## src/rtl/cpu_pkg.sv

```systemverilog
// Shared fetch-stage types and constants: instruction word, fetch FSM states, NOP and HLT encodings.
package cpu_pkg;

  typedef logic [15:0] word_t;

  typedef enum logic {
    FS_RUN    = 1'b0,
    FS_HALTED = 1'b1
  } fetch_state_e;

  localparam word_t      NOP_INST = 16'h0000;
  localparam logic [3:0] HALT_OPC = 4'b1111;

  // Instructions are 2 bytes; the PC wraps naturally at 16'hFFFE.
  function automatic word_t pc_next(input word_t pc);
    return pc + 16'd2;
  endfunction

endpackage

```

## src/rtl/if_id_reg.sv

```systemverilog
// IF/ID pipeline register: bubble beats hold, hold beats load.
// One-cycle register; hold freezes the contents for the hazard unit.
module if_id_reg
  import cpu_pkg::*;
(
  input  logic  clk,
  input  logic  rst,
  input  logic  load,
  input  logic  bubble,
  input  logic  hold,
  input  word_t inst_in,
  input  word_t pc2_in,
  output word_t inst,
  output word_t pc2,
  output logic  valid
);

  word_t inst_q, inst_d;
  word_t pc2_q, pc2_d;
  logic  valid_q, valid_d;

  always_comb begin
    inst_d  = inst_q;
    pc2_d   = pc2_q;
    valid_d = valid_q;
    if (bubble) begin
      inst_d  = NOP_INST;
      pc2_d   = 16'h0000;
      valid_d = 1'b0;
    end else if (hold) begin
      inst_d  = inst_q;
      pc2_d   = pc2_q;
      valid_d = valid_q;
    end else if (load) begin
      inst_d  = inst_in;
      pc2_d   = pc2_in;
      valid_d = 1'b1;
    end
  end

  always_ff @(posedge clk) begin
    if (rst) begin
      inst_q  <= NOP_INST;
      pc2_q   <= 16'h0000;
      valid_q <= 1'b0;
    end else begin
      inst_q  <= inst_d;
      pc2_q   <= pc2_d;
      valid_q <= valid_d;
    end
  end

  assign inst  = inst_q;
  assign pc2   = pc2_q;
  assign valid = valid_q;

endmodule

```

## src/rtl/fetch_stage.sv

```systemverilog
// Instruction fetch: PC register, RUN/HALTED FSM and IF/ID register; word lands in IF/ID one cycle after imem_rdy.
// Priority rst > redirect/if_flush > stall > imem wait > advance; stall freezes everything, wait inserts bubbles.
module fetch_stage #(
  parameter logic [15:0] RESET_PC = 16'h0000,
  parameter logic [3:0]  HALT_OPC = 4'b1111
) (
  input  logic        clk,
  input  logic        rst,
  input  logic        stall,
  input  logic        if_flush,
  input  logic        redirect,
  input  logic [15:0] redirect_pc,
  output logic        imem_req,
  output logic [15:0] imem_addr,
  input  logic        imem_rdy,
  input  logic [15:0] imem_data,
  output logic [15:0] if_id_inst,
  output logic [15:0] if_id_pc2,
  output logic        if_id_valid,
  output logic        fetch_halted
);

  import cpu_pkg::word_t;
  import cpu_pkg::fetch_state_e;
  import cpu_pkg::FS_RUN;
  import cpu_pkg::FS_HALTED;
  import cpu_pkg::pc_next;

  fetch_state_e state_q, state_d;
  word_t        pc_q, pc_d;
  logic         req_q, req_d;
  logic         halted_q, halted_d;

  word_t pc_inc;
  logic  ifid_load;
  logic  ifid_bubble;
  logic  ifid_hold;

  assign pc_inc = pc_next(pc_q);

  always_comb begin
    state_d     = state_q;
    pc_d        = pc_q;
    ifid_load   = 1'b0;
    ifid_bubble = 1'b0;
    ifid_hold   = 1'b0;
    if (redirect) begin
      // A pending wait-state address is simply dropped; the bubble keeps any stale word out.
      pc_d        = redirect_pc;
      state_d     = FS_RUN;
      ifid_bubble = 1'b1;
    end else if (if_flush) begin
      ifid_bubble = 1'b1;
    end else if (stall) begin
      ifid_hold = 1'b1;
    end else if (state_q == FS_HALTED) begin
      ifid_bubble = 1'b1;
    end else if (!imem_rdy) begin
      ifid_bubble = 1'b1;
    end else begin
      ifid_load = 1'b1;
      if (imem_data[15:12] == HALT_OPC) begin
        state_d = FS_HALTED;
      end else begin
        pc_d = pc_inc;
      end
    end
    req_d    = (state_d == FS_RUN);
    halted_d = (state_d == FS_HALTED);
  end

  always_ff @(posedge clk) begin
    if (rst) begin
      state_q  <= FS_RUN;
      pc_q     <= RESET_PC;
      req_q    <= 1'b1;
      halted_q <= 1'b0;
    end else begin
      state_q  <= state_d;
      pc_q     <= pc_d;
      req_q    <= req_d;
      halted_q <= halted_d;
    end
  end

  assign imem_addr    = pc_q;
  assign imem_req     = req_q;
  assign fetch_halted = halted_q;

  if_id_reg u_if_id_reg (
    .clk    (clk),
    .rst    (rst),
    .load   (ifid_load),
    .bubble (ifid_bubble),
    .hold   (ifid_hold),
    .inst_in(imem_data),
    .pc2_in (pc_inc),
    .inst   (if_id_inst),
    .pc2    (if_id_pc2),
    .valid  (if_id_valid)
  );

endmodule

```

## config.mk

```make
export PLATFORM = sky130hd
export DESIGN_NAME = fetch_stage
export DESIGN_NICKNAME = d
export VERILOG_FILES = /design/src/rtl/cpu_pkg.sv /design/src/rtl/if_id_reg.sv /design/src/rtl/fetch_stage.sv
export SDC_FILE = /design/constraint.sdc
export NUM_CORES = 1
export LEC_CHECK = 0
export CORE_ASPECT_RATIO = 1.5
export CORE_MARGIN = 5
export CORE_UTILIZATION = 40
export DETAILED_ROUTE_END_ITERATION = 16
export GPL_TIMING_DRIVEN = 0
export PLACE_DENSITY_LB_ADDON = 0.12
export SLEW_MARGIN = 20
export SYNTH_ARGS = -nofsm -noshare
export SYNTH_HDL_FRONTEND = slang
export SYNTH_HIERARCHICAL = 1
export SYNTH_SLANG_ARGS = --single-unit
export TNS_END_PERCENT = 100
```

## constraint.sdc

```tcl
create_clock -name clk -period 1.82 [get_ports clk]
set_clock_uncertainty 0.2 [all_clocks]
set_input_delay 0.273 -clock clk [delete_from_list [all_inputs] [get_ports clk]]
set_output_delay 0.273 -clock clk [all_outputs]
set_load 0.05 [all_outputs]
```

Yosys cells after proc, flatten, opt, wreduce, memory -nomap -nowiden --
Cells that the tools add are included.
Operators by class: $add $sub $neg 1, equality and inequality tests 5, multiplexer cells 25, bitwise logic cells 2, reduce and logical (&&, ||, !) cells 4
Operators by type and width (number):
- 16-bit two-way mux | 6
- 1-bit two-way mux | 19
- 16-bit by 2-bit adder with 16-bit output (second input constant) | 1
- 5-bit AND reduction | 1
- 4-bit equality test (second input constant) | 1
- 2-bit by 1-bit inequality test with 1-bit output (second input constant) | 2
- 2-bit inequality test (second input constant) | 2
- 1-bit NOT | 2
- 2-bit AND reduction | 1
- 2-bit nonzero test | 1
- 2-bit OR reduction | 1
Word-level totals: bits in registers 51, bits of input ports 38, output and inout port bits 51

Depth between registers and ports, before layout --
depth after elaboration 8, mapped depth 8

Cells and area by module --
The synthesis kept the hierarchy.
Modules (own cells, without submodules):
- if_id_reg | times used 1, cells each 145, area each 1275.0 sq um, seq. area each 660.6 sq um
- fetch_stage | times used 1, cells each 137, area each 1179.9 sq um, seq. area each 360.3 sq um

Worst setup path after synthesis --
No wires, ideal clock.
path type register -> register, start point register pc_q[2] (netlist: imem_addr[2]), end point register pc_q[11] (netlist: imem_addr[11]), setup time 91 ps, arrival 2054 ps, setup slack -525 ps, cell stages (with the launch flop) 6, period minus slack after synthesis 2345 ps, cells stage by stage dfxtp_1 > ha_1 > and4_1 > nand2_1 > or4_1 > a311oi_1
On the way: word-level cells in the longest chain between the ends 7
RTL lines:
- start: declaration | line fetch_stage.sv:30 | word_t pc_q, pc_d;
- start signal: assignment | line fetch_stage.sv:80 | pc_q <= pc_d;
- 16-bit by 2-bit adder with 16-bit output | line cpu_pkg.sv:16 | return pc + 16'd2;
- 16-bit two-way mux | line fetch_stage.sv:62 | if (imem_data[15:12] == HALT_OPC) begin
- 16-bit two-way mux | line fetch_stage.sv:58 | end else if (!imem_rdy) begin
- 16-bit two-way mux | line fetch_stage.sv:56 | end else if (state_q == FS_HALTED) begin
- 16-bit two-way mux | line fetch_stage.sv:54 | end else if (stall) begin
- 16-bit two-way mux | line fetch_stage.sv:52 | end else if (if_flush) begin
- 16-bit two-way mux | line fetch_stage.sv:47 | if (redirect) begin
No other way between the ends. The select of a mux whose other input is x is not followed. A chain may end at the register's enable or synchronous reset.

Final worst setup path --
start point input port stall, end point register pc_q[14] (netlist: imem_addr[14])
On the way: word-level cells in the longest chain between the ends 2
RTL lines:
- start: declaration | line fetch_stage.sv:9 | input logic stall,
- 2-bit by 1-bit inequality test with 1-bit output (no source line)
- 5-bit AND reduction (no source line)
No other way between the ends.

==> flow_summary.json <==
{
  "status": "finished, violations left",
  "failed_checks": "negative setup slack",
  "synth_area_um2": 2455,
  "syn_nets": 321,
  "cp_slowest_stage_delay_ns": 0.54,
  "hold_start": "imem_data[15]",
  "final_layout_size_suffix_gt1_frac": 0.2709,
  "synth_top_family_by_area": "simple AND/OR/NAND/NOR gates",
  "setup_violations": 4,
  "hp-class": "in -> reg",
  "dieArea_um2": 7836,
  "syn_inst": 282,
  "leakage_nw": 1.574,
  "r2r_start": "imem_addr[1]",
  "synthDistinctLibCells": 44,
  "wire_per_inst_um": 15.15,
  "critical_path.top_delay_family": "simple AND/OR/NAND/NOR gates",
  "fin_crit_ns": 1.907,
  "final_util": 0.6267,
  "fmax_mhz": 524.4,
  "highest-signal-layer": "met4",
  "end_kind": "flip-flop",
  "p_sw_frac": 0.2803,
  "gr-total-overflow": 0,
  "holdWs_ns": 0.1889,
  "met1Wirelength_um": 2880,
  "pwr-share-clk": 0.316,
  "ys.flop_type": "dfxtp_1",
  "ff2ff_setup_slack_ns": -0.08,
  "combPwrFrac": 0.179,
  "setup_slack_ns": -0.08701,
  "clk-insertion-delay-late_ns": 0.31,
  "drv_slew": 0,
  "finalCritPeriodShare": 1.048,
  "coreArea_um2": 6043,
  "layout.nets": 433,
  "drtPass1Iterations": 4,
  "cts-buffers-inserted": 5,
  "grt_pass1_vias": 2310,
  "worst_slew_pin_slew_ns": 0.5223,
  "crit_type": "in -> reg",
  "synth-compound-area-share": 0.1784,
  "fin_cells": 469,
  "synth_warnings": 6,
  "worstReg2RegEnd": "imem_addr[15]",
  "num_vias": 2403,
  "critPathSlowestCell": "or4b_4",
  "hold_viol": 0,
  "die_y_um": 105.9,
  "powerDensity_nw_per_um2": 614.1,
  "p_total_mw": 2.326,
  "initial_utilization": 0.4062,
  "start_kind": "input port",
  "syn_avg_cell_area_um2": 8.705,
  "synth_edf_count": 0,
  "root_buffer": "clkbuf_8",
  "drc": 0,
  "cp_cell_sequence": "buf_8 > or3b_4 > or4b_4 > or4_4 > a31oi_4",
  "vias_per_cell": 5.124,
  "cts_num_sinks": 51,
  "portBuffers": 88,
  "rsz0062_at_grt": "true",
  "area_growth_pct": 54.28,
  "hold_end": "u_if_id_reg/inst[15]",
  "ys_seq_area_frac": 0.4159,
  "wl_met2_um": 3547,
  "crit_fanout": 2,
  "fp.dieW_um": 73.97,
  "antenna_found_initial": 0,
  "max_cap_violations": 0,
  "grt_pass1_wl_um": 11190,
  "seqPwrFrac": 0.505,
  "synth_xor_area_frac": 0.06065,
  "vdd_ir_drop_max_mv": 0.4673,
  "cts_max_path_buffers": 2,
  "synth_mux_area_frac": 0.004077,
  "routed_wirelength_um": 7106,
  "path_clk_slew_ns": 0.10,
  "place_hpwl_um": 5119,
  "place_inst": 444,
  "switchingPower_uw": 652.0,
  "synth_seq_cells": 51,
  "r2r_cells": 5,
  "hold_depth": 3,
  "critPathBufInv": 1,
  "async_flop_share": 0,
  "ios": 89,
  "ant_nets": 0,
  "crit_required_ns": 1.86,
  "htreeDepth": 2,
  "relSlewSlack": 0.6532,
  "synth_fa_ha_area_frac": 0.005097,
  "grt.total_usage": 0.1830,
  "gp_congestion": 0.8520,
  "met3_length_um": 426,
  "drtIter0Drc": 108,
  "diodes": 0,
  "layout_common_cells": "69 x nand2_1, 53 x dlygate4sd2_1, 37 x dfxtp_1",
  "nFillCells": 572,
  "preCtsSetupSlack_ns": -0.8414,
  "grt_start_max_net_pins": 16,
  "cts_tree": "done",
  "layout_commonest_cell": "nand2_1",
  "yosys.area_share.simple": 0.2548,
  "p_int_mw": 1.674,
  "placementRows": 35,
  "arrival_ns": 1.94
}
[stage by stage]
stage | cell area (um^2) | setup TNS, ns
6_report | 3787 | -0.2224
5_1_grt | 3787 | -0.7682
3_5_place_dp | 3506 | -23.72
3_3_place_gp | 3506 | -23.28
2_1_floorplan | 2532 | -0.3613
4_1_cts | 3682 | -0.2775
[how the worst max path moves through the flow]
stage	startpoint	to	slack [ns]	cells after the start
floorplan	if_flush	imem_addr[14]	-0.12	4
global placement	stall	imem_addr[15]	-0.84	5
detailed placement	stall	imem_addr[15]	-0.84	5
CTS	stall	imem_addr[14]	-0.09	5
global route	imem_addr[1]	imem_addr[15]	-0.16	5
finish	stall	imem_addr[14]	-0.09	5
[power groups by stage]
| stage | Sequential, mW | Combinational [mW] | Clock [mW] |
|---|---|---|---|
| global route | 1.18 | 0.446 | 0.798 |
| floorplan | 1.28 | 0.141 | 0 |
| detailed placement | 1.20 | 0.398 | 0 |
| global placement | 1.20 | 0.397 | 0 |
| finish | 1.18 | 0.416 | 0.734 |
| CTS | 1.18 | 0.397 | 0.755 |
[final cells by class]
type / instances / area [um^2] / share of cell area
buffer: 20 / 202.7 / 0.05352
clock buffer: 7 / 96.34 / 0.02544
clock inverter: 1 / 6.256 / 0.001652
inverter: 3 / 11.26 / 0.002973
multi-input combinational: 208 / 1359 / 0.3588
sequential: 51 / 1064 / 0.2808
tap: 74 / 92.59 / 0.02445
timing repair buffer: 105 / 955.9 / 0.2524
[flip-flops by register name, indices dropped and copies added (netlist names)]
signal / count
u_if_id_reg/valid: 1
u_if_id_reg/inst: 16
u_if_id_reg/pc2: 16
imem_req: 1
fetch_halted: 1
imem_addr: 16
[kinds of logic (layout without fill, tap and decap cells)]
kind of cell / count (synthesis) / count (layout)
DFF: 51 / 51
muxes: 1 / 1
and+or+nand+nor: 129 / 129
AOI/OAI and AO/OA: 60 / 60
adders and majority gates: 1 / 1
buffers and inverters: 23 / 136
xor gates and xnor gates: 17 / 17
[synth_stat cells, types with 2 or more instances]
cell,number,area share
a211oi_1,5,0.015
dfxtp_1,51,0.42
o31ai_1,2,0.0061
a22oi_1,6,0.018
and2_1,2,0.0051
or2_2,2,0.0051
nor3_1,2,0.0041
nand4_1,5,0.013
a21oi_1,16,0.033
clkbuf_8,2,0.011
buf_6,9,0.041
and3_1,6,0.015
a311oi_1,4,0.014
a31oi_1,2,0.0051
nand2_1,71,0.11
xnor2_1,6,0.021
nor2_1,19,0.029
inv_1,3,0.0046
or4_1,3,0.0092
xor2_1,11,0.039
a21oi_2,19,0.068
buf_4,5,0.015
o2bb2ai_1,3,0.011
nand3_1,7,0.014
clkbuf_1,2,0.0031
[per-layer routing]
metal,up-vias,track usage
met2,75,0.3122
met1,1114,0.2093
met4,0,0.08679
met5,-,0
met3,21,0.04163
li1,1193,-
[tightest hold or removal path, delay by kind of cell]
kind | cells | cell delay, ns
AOI/OAI and AO/OA | 1 | 0.05
buffers and inverters | 1 | 0.27
and+or+nand+nor | 1 | 0.07
[repair_timing]
action	in CTS	in global routing
gates resized for setup	83	18
pin swaps	17	9
hold buffers	0	0
setup buffers	14	3
endpoints found under the setup margin	97	39
gates cloned	0	0
No activity file was read; power rests on OpenSTA's default activity.
